`config.mk`:
```
export PLATFORM = sky130hd
export DESIGN_NAME = cache_arbiter_flat
export DESIGN_NICKNAME = d
export VERILOG_FILES = /design/src/rtl/cache_arbiter_pkg.sv /design/src/rtl/cache_arbiter_if.sv /design/src/rtl/cache_arbiter_rr_select.sv /design/src/rtl/cache_arbiter.sv /design/src/flat_wrapper.sv
export SDC_FILE = /design/constraint.sdc
export NUM_CORES = 1
export LEC_CHECK = 0
export CAP_MARGIN = 20
export CORE_AREA = 2 2 547 549
export CTS_CLUSTER_DIAMETER = 80
export DETAILED_ROUTE_END_ITERATION = 12
export DIE_AREA = 0 0 549 551
export PLACE_DENSITY = 0.32
export SLEW_MARGIN = 15
export SYNTH_ARGS = -nofsm -noshare
export SYNTH_HDL_FRONTEND = slang
export SYNTH_SLANG_ARGS = --single-unit
export TNS_END_PERCENT = 50
```
`constraint.sdc`:
```
create_clock -name clk -period 2.2 [get_ports clk]
set_input_delay 0.66 -clock clk [delete_from_list [all_inputs] [get_ports clk]]
set_output_delay 0.66 -clock clk [all_outputs]
set_load 0.01 [all_outputs]
```
`src/rtl/cache_arbiter_pkg.sv`:
```
// Shared types and default geometry for the I/D cache arbiter.
package arbiter_types;

  localparam int DEF_LINE_W = 256;
  localparam int DEF_ADDR_W = 32;

  // Lines are 32 bytes, so the low five address bits never reach memory.
  localparam int OFFSET_W = 5;

  typedef enum logic [1:0] {
    IDLE       = 2'd0,
    SERVE_I    = 2'd1,
    SERVE_D_RD = 2'd2,
    SERVE_D_WR = 2'd3
  } arb_state_t;

  typedef enum logic {
    GRANT_I = 1'b0,
    GRANT_D = 1'b1
  } grant_t;

endpackage

```
`src/rtl/cache_arbiter_if.sv`:
```
// Client and physical-memory signal bundle around the arbiter.
// master: the environment (both caches plus the memory model).
// slave:  the arbiter itself.
interface cache_arbiter_if
  import arbiter_types::*;
#(
  parameter int LINE_W = DEF_LINE_W,
  parameter int ADDR_W = DEF_ADDR_W
);

  // instruction cache
  logic              i_read;
  logic [ADDR_W-1:0] i_address;
  logic [LINE_W-1:0] i_rdata;
  logic              i_resp;
  // data cache
  logic              d_read;
  logic              d_write;
  logic [ADDR_W-1:0] d_address;
  logic [LINE_W-1:0] d_wdata;
  logic [LINE_W-1:0] d_rdata;
  logic              d_resp;
  // physical memory
  logic              pmem_read;
  logic              pmem_write;
  logic [ADDR_W-1:0] pmem_address;
  logic [LINE_W-1:0] pmem_wdata;
  logic [LINE_W-1:0] pmem_rdata;
  logic              pmem_resp;

  modport master (
    output i_read, i_address, d_read, d_write, d_address, d_wdata,
           pmem_rdata, pmem_resp,
    input  i_rdata, i_resp, d_rdata, d_resp,
           pmem_read, pmem_write, pmem_address, pmem_wdata
  );

  modport slave (
    input  i_read, i_address, d_read, d_write, d_address, d_wdata,
           pmem_rdata, pmem_resp,
    output i_rdata, i_resp, d_rdata, d_resp,
           pmem_read, pmem_write, pmem_address, pmem_wdata
  );

endinterface

```
`src/rtl/cache_arbiter_rr_select.sv`:
```
// Two-way round-robin pick: a lone requester wins outright, a tie goes
// to whichever client was not served last.
module arb_rr_select
  import arbiter_types::*;
(
  input  logic   req_i,
  input  logic   req_d,
  input  grant_t last_grant,
  output grant_t grant
);

  // Combinational pick; with no request the output is ignored upstream.
  always_comb begin
    grant = GRANT_I;
    if (req_i && req_d)
      grant = (last_grant == GRANT_I) ? GRANT_D : GRANT_I;
    else if (req_d)
      grant = GRANT_D;
  end

endmodule

```
`src/rtl/cache_arbiter.sv`:
```
// Arbitrates instruction- and data-cache line traffic onto one physical
// memory port. Grant is registered out of IDLE; the granted address and
// write line are captured so the memory command stays stable even if the
// client drops its request before memory answers.
module cache_arbiter
  import arbiter_types::*;
#(
  parameter int LINE_W = DEF_LINE_W,
  parameter int ADDR_W = DEF_ADDR_W
) (
  input  logic        clk,
  input  logic        rst_n,
  cache_arbiter_if.slave bus,
  output logic [31:0] contention_cnt
);

  arb_state_t                   state_q, state_d;
  grant_t                       last_grant_q, last_grant_d;
  logic [ADDR_W-1:OFFSET_W]     addr_q, addr_d;
  logic [LINE_W-1:0]            wdata_q, wdata_d;
  logic [31:0]                  cnt_q, cnt_d;
  // Low for the first edge after reset release so the earliest grant
  // lands on the second edge.
  logic                         rdy_q;

  logic   req_i, req_d;
  grant_t grant;

  assign req_i = bus.i_read;
  assign req_d = bus.d_read | bus.d_write;

  arb_rr_select u_rr (
    .req_i      (req_i),
    .req_d      (req_d),
    .last_grant (last_grant_q),
    .grant      (grant)
  );

  // Read data is only meaningful in the resp cycle; pass it straight through.
  assign bus.i_rdata      = bus.pmem_rdata;
  assign bus.d_rdata      = bus.pmem_rdata;
  assign bus.pmem_address = {addr_q, {OFFSET_W{1'b0}}};
  assign bus.pmem_wdata   = wdata_q;
  assign contention_cnt   = cnt_q;

  // Next-state, capture and handshake outputs.
  always_comb begin
    state_d         = state_q;
    last_grant_d    = last_grant_q;
    addr_d          = addr_q;
    wdata_d         = wdata_q;
    cnt_d           = cnt_q;
    bus.pmem_read   = 1'b0;
    bus.pmem_write  = 1'b0;
    bus.i_resp      = 1'b0;
    bus.d_resp      = 1'b0;
    unique case (state_q)
      IDLE: begin
        // pmem_resp is ignored here; only requests move the FSM.
        if (rdy_q) begin
          if (req_i && req_d && (cnt_q != 32'hFFFF_FFFF))
            cnt_d = cnt_q + 32'd1;
          if (req_i || req_d) begin
            if (grant == GRANT_I) begin
              state_d = SERVE_I;
              addr_d  = bus.i_address[ADDR_W-1:OFFSET_W];
            end else begin
              // read+write together is treated as a writeback
              state_d = bus.d_write ? SERVE_D_WR : SERVE_D_RD;
              addr_d  = bus.d_address[ADDR_W-1:OFFSET_W];
              wdata_d = bus.d_wdata;
            end
          end
        end
      end
      SERVE_I: begin
        bus.pmem_read = 1'b1;
        if (bus.pmem_resp) begin
          bus.i_resp   = 1'b1;
          last_grant_d = GRANT_I;
          state_d      = IDLE;
        end
      end
      SERVE_D_RD: begin
        bus.pmem_read = 1'b1;
        if (bus.pmem_resp) begin
          bus.d_resp   = 1'b1;
          last_grant_d = GRANT_D;
          state_d      = IDLE;
        end
      end
      SERVE_D_WR: begin
        bus.pmem_write = 1'b1;
        if (bus.pmem_resp) begin
          bus.d_resp   = 1'b1;
          last_grant_d = GRANT_D;
          state_d      = IDLE;
        end
      end
      default: state_d = IDLE;
    endcase
  end

  // State, arbitration history, captured command and contention counter.
  always_ff @(posedge clk or negedge rst_n) begin
    if (!rst_n) begin
      state_q      <= IDLE;
      last_grant_q <= GRANT_I;
      addr_q       <= '0;
      wdata_q      <= '0;
      cnt_q        <= '0;
      rdy_q        <= 1'b0;
    end else begin
      state_q      <= state_d;
      last_grant_q <= last_grant_d;
      addr_q       <= addr_d;
      wdata_q      <= wdata_d;
      cnt_q        <= cnt_d;
      rdy_q        <= 1'b1;
    end
  end

endmodule

```
`src/flat_wrapper.sv`:
```
// flat-port wrapper written by rule: the top's interface ports become plain ports
module cache_arbiter_flat import arbiter_types::*;
#(
  parameter int LINE_W = DEF_LINE_W,
  parameter int ADDR_W = DEF_ADDR_W
)
  (clk, rst_n, contention_cnt, bus_i_read, bus_i_address, bus_d_read, bus_d_write, bus_d_address, bus_d_wdata, bus_pmem_rdata, bus_pmem_resp, bus_i_rdata, bus_i_resp, bus_d_rdata, bus_d_resp, bus_pmem_read, bus_pmem_write, bus_pmem_address, bus_pmem_wdata);
  cache_arbiter_if #(.LINE_W(LINE_W), .ADDR_W(ADDR_W)) bus_i ();
  input  logic clk;
  input  logic rst_n;
  output logic [31:0] contention_cnt;
  input wire logic [$bits(bus_i.i_read)-1:0] bus_i_read;
  input wire logic [$bits(bus_i.i_address)-1:0] bus_i_address;
  input wire logic [$bits(bus_i.d_read)-1:0] bus_d_read;
  input wire logic [$bits(bus_i.d_write)-1:0] bus_d_write;
  input wire logic [$bits(bus_i.d_address)-1:0] bus_d_address;
  input wire logic [$bits(bus_i.d_wdata)-1:0] bus_d_wdata;
  input wire logic [$bits(bus_i.pmem_rdata)-1:0] bus_pmem_rdata;
  input wire logic [$bits(bus_i.pmem_resp)-1:0] bus_pmem_resp;
  output wire logic [$bits(bus_i.i_rdata)-1:0] bus_i_rdata;
  output wire logic [$bits(bus_i.i_resp)-1:0] bus_i_resp;
  output wire logic [$bits(bus_i.d_rdata)-1:0] bus_d_rdata;
  output wire logic [$bits(bus_i.d_resp)-1:0] bus_d_resp;
  output wire logic [$bits(bus_i.pmem_read)-1:0] bus_pmem_read;
  output wire logic [$bits(bus_i.pmem_write)-1:0] bus_pmem_write;
  output wire logic [$bits(bus_i.pmem_address)-1:0] bus_pmem_address;
  output wire logic [$bits(bus_i.pmem_wdata)-1:0] bus_pmem_wdata;
  assign bus_i.i_read = bus_i_read;
  assign bus_i.i_address = bus_i_address;
  assign bus_i.d_read = bus_d_read;
  assign bus_i.d_write = bus_d_write;
  assign bus_i.d_address = bus_d_address;
  assign bus_i.d_wdata = bus_d_wdata;
  assign bus_i.pmem_rdata = bus_pmem_rdata;
  assign bus_i.pmem_resp = bus_pmem_resp;
  assign bus_i_rdata = bus_i.i_rdata;
  assign bus_i_resp = bus_i.i_resp;
  assign bus_d_rdata = bus_i.d_rdata;
  assign bus_d_resp = bus_i.d_resp;
  assign bus_pmem_read = bus_i.pmem_read;
  assign bus_pmem_write = bus_i.pmem_write;
  assign bus_pmem_address = bus_i.pmem_address;
  assign bus_pmem_wdata = bus_i.pmem_wdata;
  cache_arbiter #(.LINE_W(LINE_W), .ADDR_W(ADDR_W)) u_core (.clk(clk), .rst_n(rst_n), .bus(bus_i), .contention_cnt(contention_cnt));
endmodule
```
==> metrics.log <==
INFO  metric top_signal_layer_used = met5
INFO  metric path_buf_inv = 4
INFO  metric met1Wirelength = 42.7 mm
INFO  metric worst-slew-pin-transition = roughly 0.63 ns
INFO  metric routed-wl-met2 = 47.9 mm
INFO  metric crit_path_cell_trace = clkdlybuf4s50_1 > buf_4 > inv_1 > nor2_4 > buf_12
INFO  metric cts_inserted_buffers = between 40 and 50
INFO  metric crit_path_end = bus_d_resp
INFO  metric placementRows = 200
INFO  metric starting_density_of_the_core = under 10%
INFO  metric fin_ws = -0.169 ns
INFO  metric synth-edff-count = 0
INFO  metric synth_ff_type = sky130_fd_sc_hd__dfrtp_1
INFO  metric final.fill_count = 34400
INFO  metric residual_antenna_violating_net_count_after_detailed_routing = 0
INFO  metric dp.cells = 5458
INFO  metric pwr_density_cell = 1240 nW/um2
INFO  metric startpoint_type = input pin
INFO  metric critPathCaptureType = output port
INFO  metric ys_ff_latch = roughly 320
INFO  metric antenna_found_initial = 44
INFO  metric timing_hold_violations_final = 0
INFO  metric min_clock_period_post_route = 2.37 ns
INFO  metric critPathTopFamily = buffers and inverters
INFO  metric finalWirelength = 123 mm
INFO  metric rsz0062_at_grt = true
INFO  metric timing.final.crit_share = 108%
INFO  metric setup_viol = 2
INFO  metric grt_start_max_net_pins = 55
INFO  metric synth_largest_type_area_fraction = between 40 and 50%
INFO  metric seq_area_frac_synth = 48.8%
INFO  metric post_route_cells_drive_above_1_share = a little over a third
INFO  metric worstRegToRegCells = 8
INFO  metric timing.setup.critical_path_class = in -> out
INFO  metric static-leakage-power = about 9.7 nW
INFO  metric gr-total-overflow = 0
INFO  metric place_congestion = 0.754
INFO  metric cts.reportedPaths.clkPinSlew = 0.05 ns
INFO  metric firstDrtPassIters = 4
INFO  metric post_synth_inst_count = 1349
INFO  metric via_count_of_the_first_global_routing_pass = between 10000 and 15000
INFO  metric wl_per_cell = 22.2 um
INFO  metric cts_htree_levels = 2
INFO  metric cp_max_fo = 3
INFO  metric hpwl = 108 mm
INFO  metric irDropWorstVdd = 0.571 mV
INFO  metric syn_area = 16400 um2
INFO  metric layout.nets = 2168
INFO  metric boundary_pins = roughly 1400
INFO  metric drc = 0
INFO  metric clock-skew-final = approximately 0.030 ns
INFO  metric timing.max_slew.rel_slack = 58.1%
INFO  metric layout_stage_area_growth_over_the_synthesis_result = 58.8%
INFO  metric data_required_time_of_the_worst_path = around 1.5 ns
INFO  metric synth_warnings = 0
INFO  metric dp_worst_setup_slack = -0.735 ns
INFO  metric regToRegStartpoint = u_core.state_q[0]
INFO  metric worst_skew_pair.late_latency = 0.66 ns
INFO  metric yosysUniqueCellTypes = 38
INFO  metric crit-reg2reg-capture = u_core.bus.pmem_wdata[67]
INFO  metric finalMaxSlewViolations = 0
INFO  metric dieWidth = 549 um
INFO  metric critPathArrivalTime = 1.71 ns
INFO  metric synth.top_cells.by_area = sky130_fd_sc_hd__dfrtp_1 (49%), sky130_fd_sc_hd__buf_4 (24%), sky130_fd_sc_hd__mux2_2 (18%)
INFO  metric postSynth.asyncResetShare = 100%
INFO  metric slowest_delay = 0.45 ns
INFO  metric die_height = 551 um
INFO  metric root_buffer_master = sky130_fd_sc_hd__clkbuf_16
INFO  metric path_depth = 5
INFO  metric vias = 11000
INFO  metric number_of_sinks_handled_by_clock_tree_synthesis = between 300 and 400
INFO  metric first_pass_grt_wire_length = 150 mm
INFO  metric synth_area_per_cell = 12.1 um2
INFO  metric rrSetupSlack = approximately 0.07 ns
INFO  metric crit_start = bus_pmem_resp
INFO  metric detail_route.iter0.violations = 467
INFO  metric synth_area_leader_cell = sky130_fd_sc_hd__dfrtp_1
INFO  metric dieArea = 302000 um2
INFO  metric wl_met3 = 26.0 mm
INFO  metric tritoncts_clock_tree = done
INFO  metric min-delay-path-class = reg -> reg
INFO  metric drt-vias-per-instance = 1.98
INFO  metric result_of_the_run = complete, but fails checks
INFO  metric maxCapViolCount = 0
INFO  metric setup_tns = -0.260 ns
INFO  metric critical-path-slowest-cell = sky130_fd_sc_hd__clkdlybuf4s50_1
INFO  metric cts.path.max_buffers = 3
INFO  metric core = 296000 um2
INFO  metric number_of_buffers_added_on_ports = around 630
INFO  metric grt_util_all_layers = 7.84%
INFO  metric layout.cells.non_filler = 5567
INFO  metric violations = negative setup slack
INFO  metric achievable-frequency = 422 MHz
-- metal layers --
layer  global-route usage [%]  up-vias
li1                         -     4451
met1                     8.08     5165
met2                     10.6     1055
met3                     7.22      370
met4                     3.83        2
met5                   0.0156        -
-- synth_stat cells, types with 2 or more instances --
cell / number
sky130_fd_sc_hd__clkbuf_1: 8
sky130_fd_sc_hd__buf_4: 517
sky130_fd_sc_hd__a31oi_1: 4
sky130_fd_sc_hd__inv_1: 6
sky130_fd_sc_hd__nand4_1: 12
sky130_fd_sc_hd__o21ai_0: 30
sky130_fd_sc_hd__o311ai_2: 2
sky130_fd_sc_hd__or3_1: 2
sky130_fd_sc_hd__nand2_1: 47
sky130_fd_sc_hd__ha_1: 6
sky130_fd_sc_hd__nor4_1: 3
sky130_fd_sc_hd__dfrtp_1: 319
sky130_fd_sc_hd__xnor2_1: 24
sky130_fd_sc_hd__nor2_1: 15
sky130_fd_sc_hd__or4_4: 2
sky130_fd_sc_hd__nand3_1: 10
sky130_fd_sc_hd__conb_1: 2
sky130_fd_sc_hd__nor3_1: 2
sky130_fd_sc_hd__a21oi_1: 3
sky130_fd_sc_hd__and3_1: 5
sky130_fd_sc_hd__mux2i_1: 27
sky130_fd_sc_hd__and2_1: 2
sky130_fd_sc_hd__buf_2: 27
sky130_fd_sc_hd__mux2_2: 257
sky130_fd_sc_hd__xor2_1: 4
-- worst min-delay path: cells and delay by family, from the launching register on --
family | cells | cell delay [ns]
compound gates | 1 | 0.06
flops | 1 | 0.33
simple gates | 1 | 0.04
-- registers in the layout, summed over array words and instances, names as in the netlist --
signal,flops
u_core.bus.pmem_wdata,256
u_core.state_q,2
u_core.contention_cnt,32
u_core.rdy_q,1
u_core.last_grant_q,1
u_core.addr_q,27
-- worst min-delay path by stage --
stage | from | endpoint | slack, ns | depth (start not counted)
after global routing | u_core.addr_q[22] | u_core.addr_q[22] | 0.50 | 2
after detailed placement | u_core.addr_q[10] | u_core.addr_q[10] | 0.47 | 2
after CTS | u_core.addr_q[10] | u_core.addr_q[10] | 0.48 | 2
after floorplan | rst_n | u_core.addr_q[10] | 0.36 | 0
final | u_core.addr_q[10] | u_core.addr_q[10] | 0.47 | 2
after global placement | u_core.addr_q[23] | u_core.addr_q[23] | 0.46 | 2
-- stage by stage --
stage,hold WS (ns),util (%),area (um2),total power [W]
after CTS,0.479,8.72,25800,0.0333
after global placement,0.464,8.20,24300,0.0259
final,0.470,8.77,26000,0.0323
after floorplan,0.364,-,16400,0.0158
after global routing,0.504,8.76,26000,0.0346
after detailed placement,0.472,8.20,24300,0.0258
-- layout make-up --
cell class,count,area (um2),area share [%]
Tap cell,3939,4930,19.0
Clock buffer,65,1320,5.09
Multi-Input combinational cell,475,4430,17.0
Clock inverter,18,313,1.20
Timing Repair Buffer,731,6930,26.7
Sequential cell,319,8020,30.8
Antenna cell,14,35.0,0.135
Inverter,6,22.5,0.0866
-- what timing repair did --
action | CTS | global route
gates resized for setup | 410 | 16
endpoints found under the hold margin | 22 | 0
pin swaps | 3 | 3
gates cloned | 0 | 1
setup endpoints to repair | 274 | 103
hold buffers | 1 | 0
setup buffers | 8 | 3
-- placed cells by master (no fill, tap or decap), types with 3 or more instances in the layout --
| cell | n |
|---|---|
| sky130_fd_sc_hd__clkdlybuf4s50_1 | 314 |
| sky130_fd_sc_hd__dfrtp_1 | 290 |
| sky130_fd_sc_hd__mux2_2 | 257 |
| sky130_fd_sc_hd__dlygate4sd2_1 | 213 |
| sky130_fd_sc_hd__buf_4 | 127 |
| sky130_fd_sc_hd__clkbuf_16 | 48 |
| sky130_fd_sc_hd__nand2_1 | 47 |
| sky130_fd_sc_hd__clkdlybuf4s15_2 | 39 |
| sky130_fd_sc_hd__o21ai_0 | 30 |
| sky130_fd_sc_hd__dfrtp_2 | 29 |
| sky130_fd_sc_hd__mux2i_1 | 27 |
| sky130_fd_sc_hd__xnor2_1 | 24 |
| sky130_fd_sc_hd__clkdlybuf4s15_1 | 17 |
| sky130_fd_sc_hd__diode_2 | 14 |
| sky130_fd_sc_hd__nand4_1 | 12 |
| sky130_fd_sc_hd__nor2_1 | 11 |
| sky130_fd_sc_hd__nand3_1 | 10 |
| sky130_fd_sc_hd__clkbuf_1 | 10 |
| sky130_fd_sc_hd__buf_12 | 9 |
| sky130_fd_sc_hd__clkbuf_8 | 8 |
| sky130_fd_sc_hd__bufinv_16 | 7 |
| sky130_fd_sc_hd__conb_1 | 6 |
| sky130_fd_sc_hd__buf_6 | 6 |
| sky130_fd_sc_hd__and3_1 | 5 |
| sky130_fd_sc_hd__inv_1 | 4 |
| sky130_fd_sc_hd__xor2_1 | 4 |
| sky130_fd_sc_hd__a31oi_1 | 4 |
| sky130_fd_sc_hd__inv_6 | 4 |
| sky130_fd_sc_hd__clkinv_2 | 4 |
| sky130_fd_sc_hd__nor2_4 | 3 |
| sky130_fd_sc_hd__nor4_1 | 3 |
| sky130_fd_sc_hd__a21oi_1 | 3 |
| sky130_fd_sc_hd__ha_1 | 3 |
| sky130_fd_sc_hd__ha_4 | 3 |
-- cell families after synthesis --
logic type	share of synthesized area [%]
buffers and inverters	24.9
flip-flops	48.8
multiplexers	19.3
AND/OR/NAND/NOR	3.22
AO/OA/AOI/OAI	1.79
XOR/XNOR	1.50
adder cells (fa/ha/maj)	0.459
other	0.0459
-- report_power, final --
| group | switching, W | internal, W |
|---|---|---|
| logic | 0.00713 | 0.00628 |
| clock network | 0.00320 | 0.00504 |
| registers | 0.00198 | 0.00865 |
| total | 0.0123 | 0.0200 |
Power figures use the tool's default switching activity.
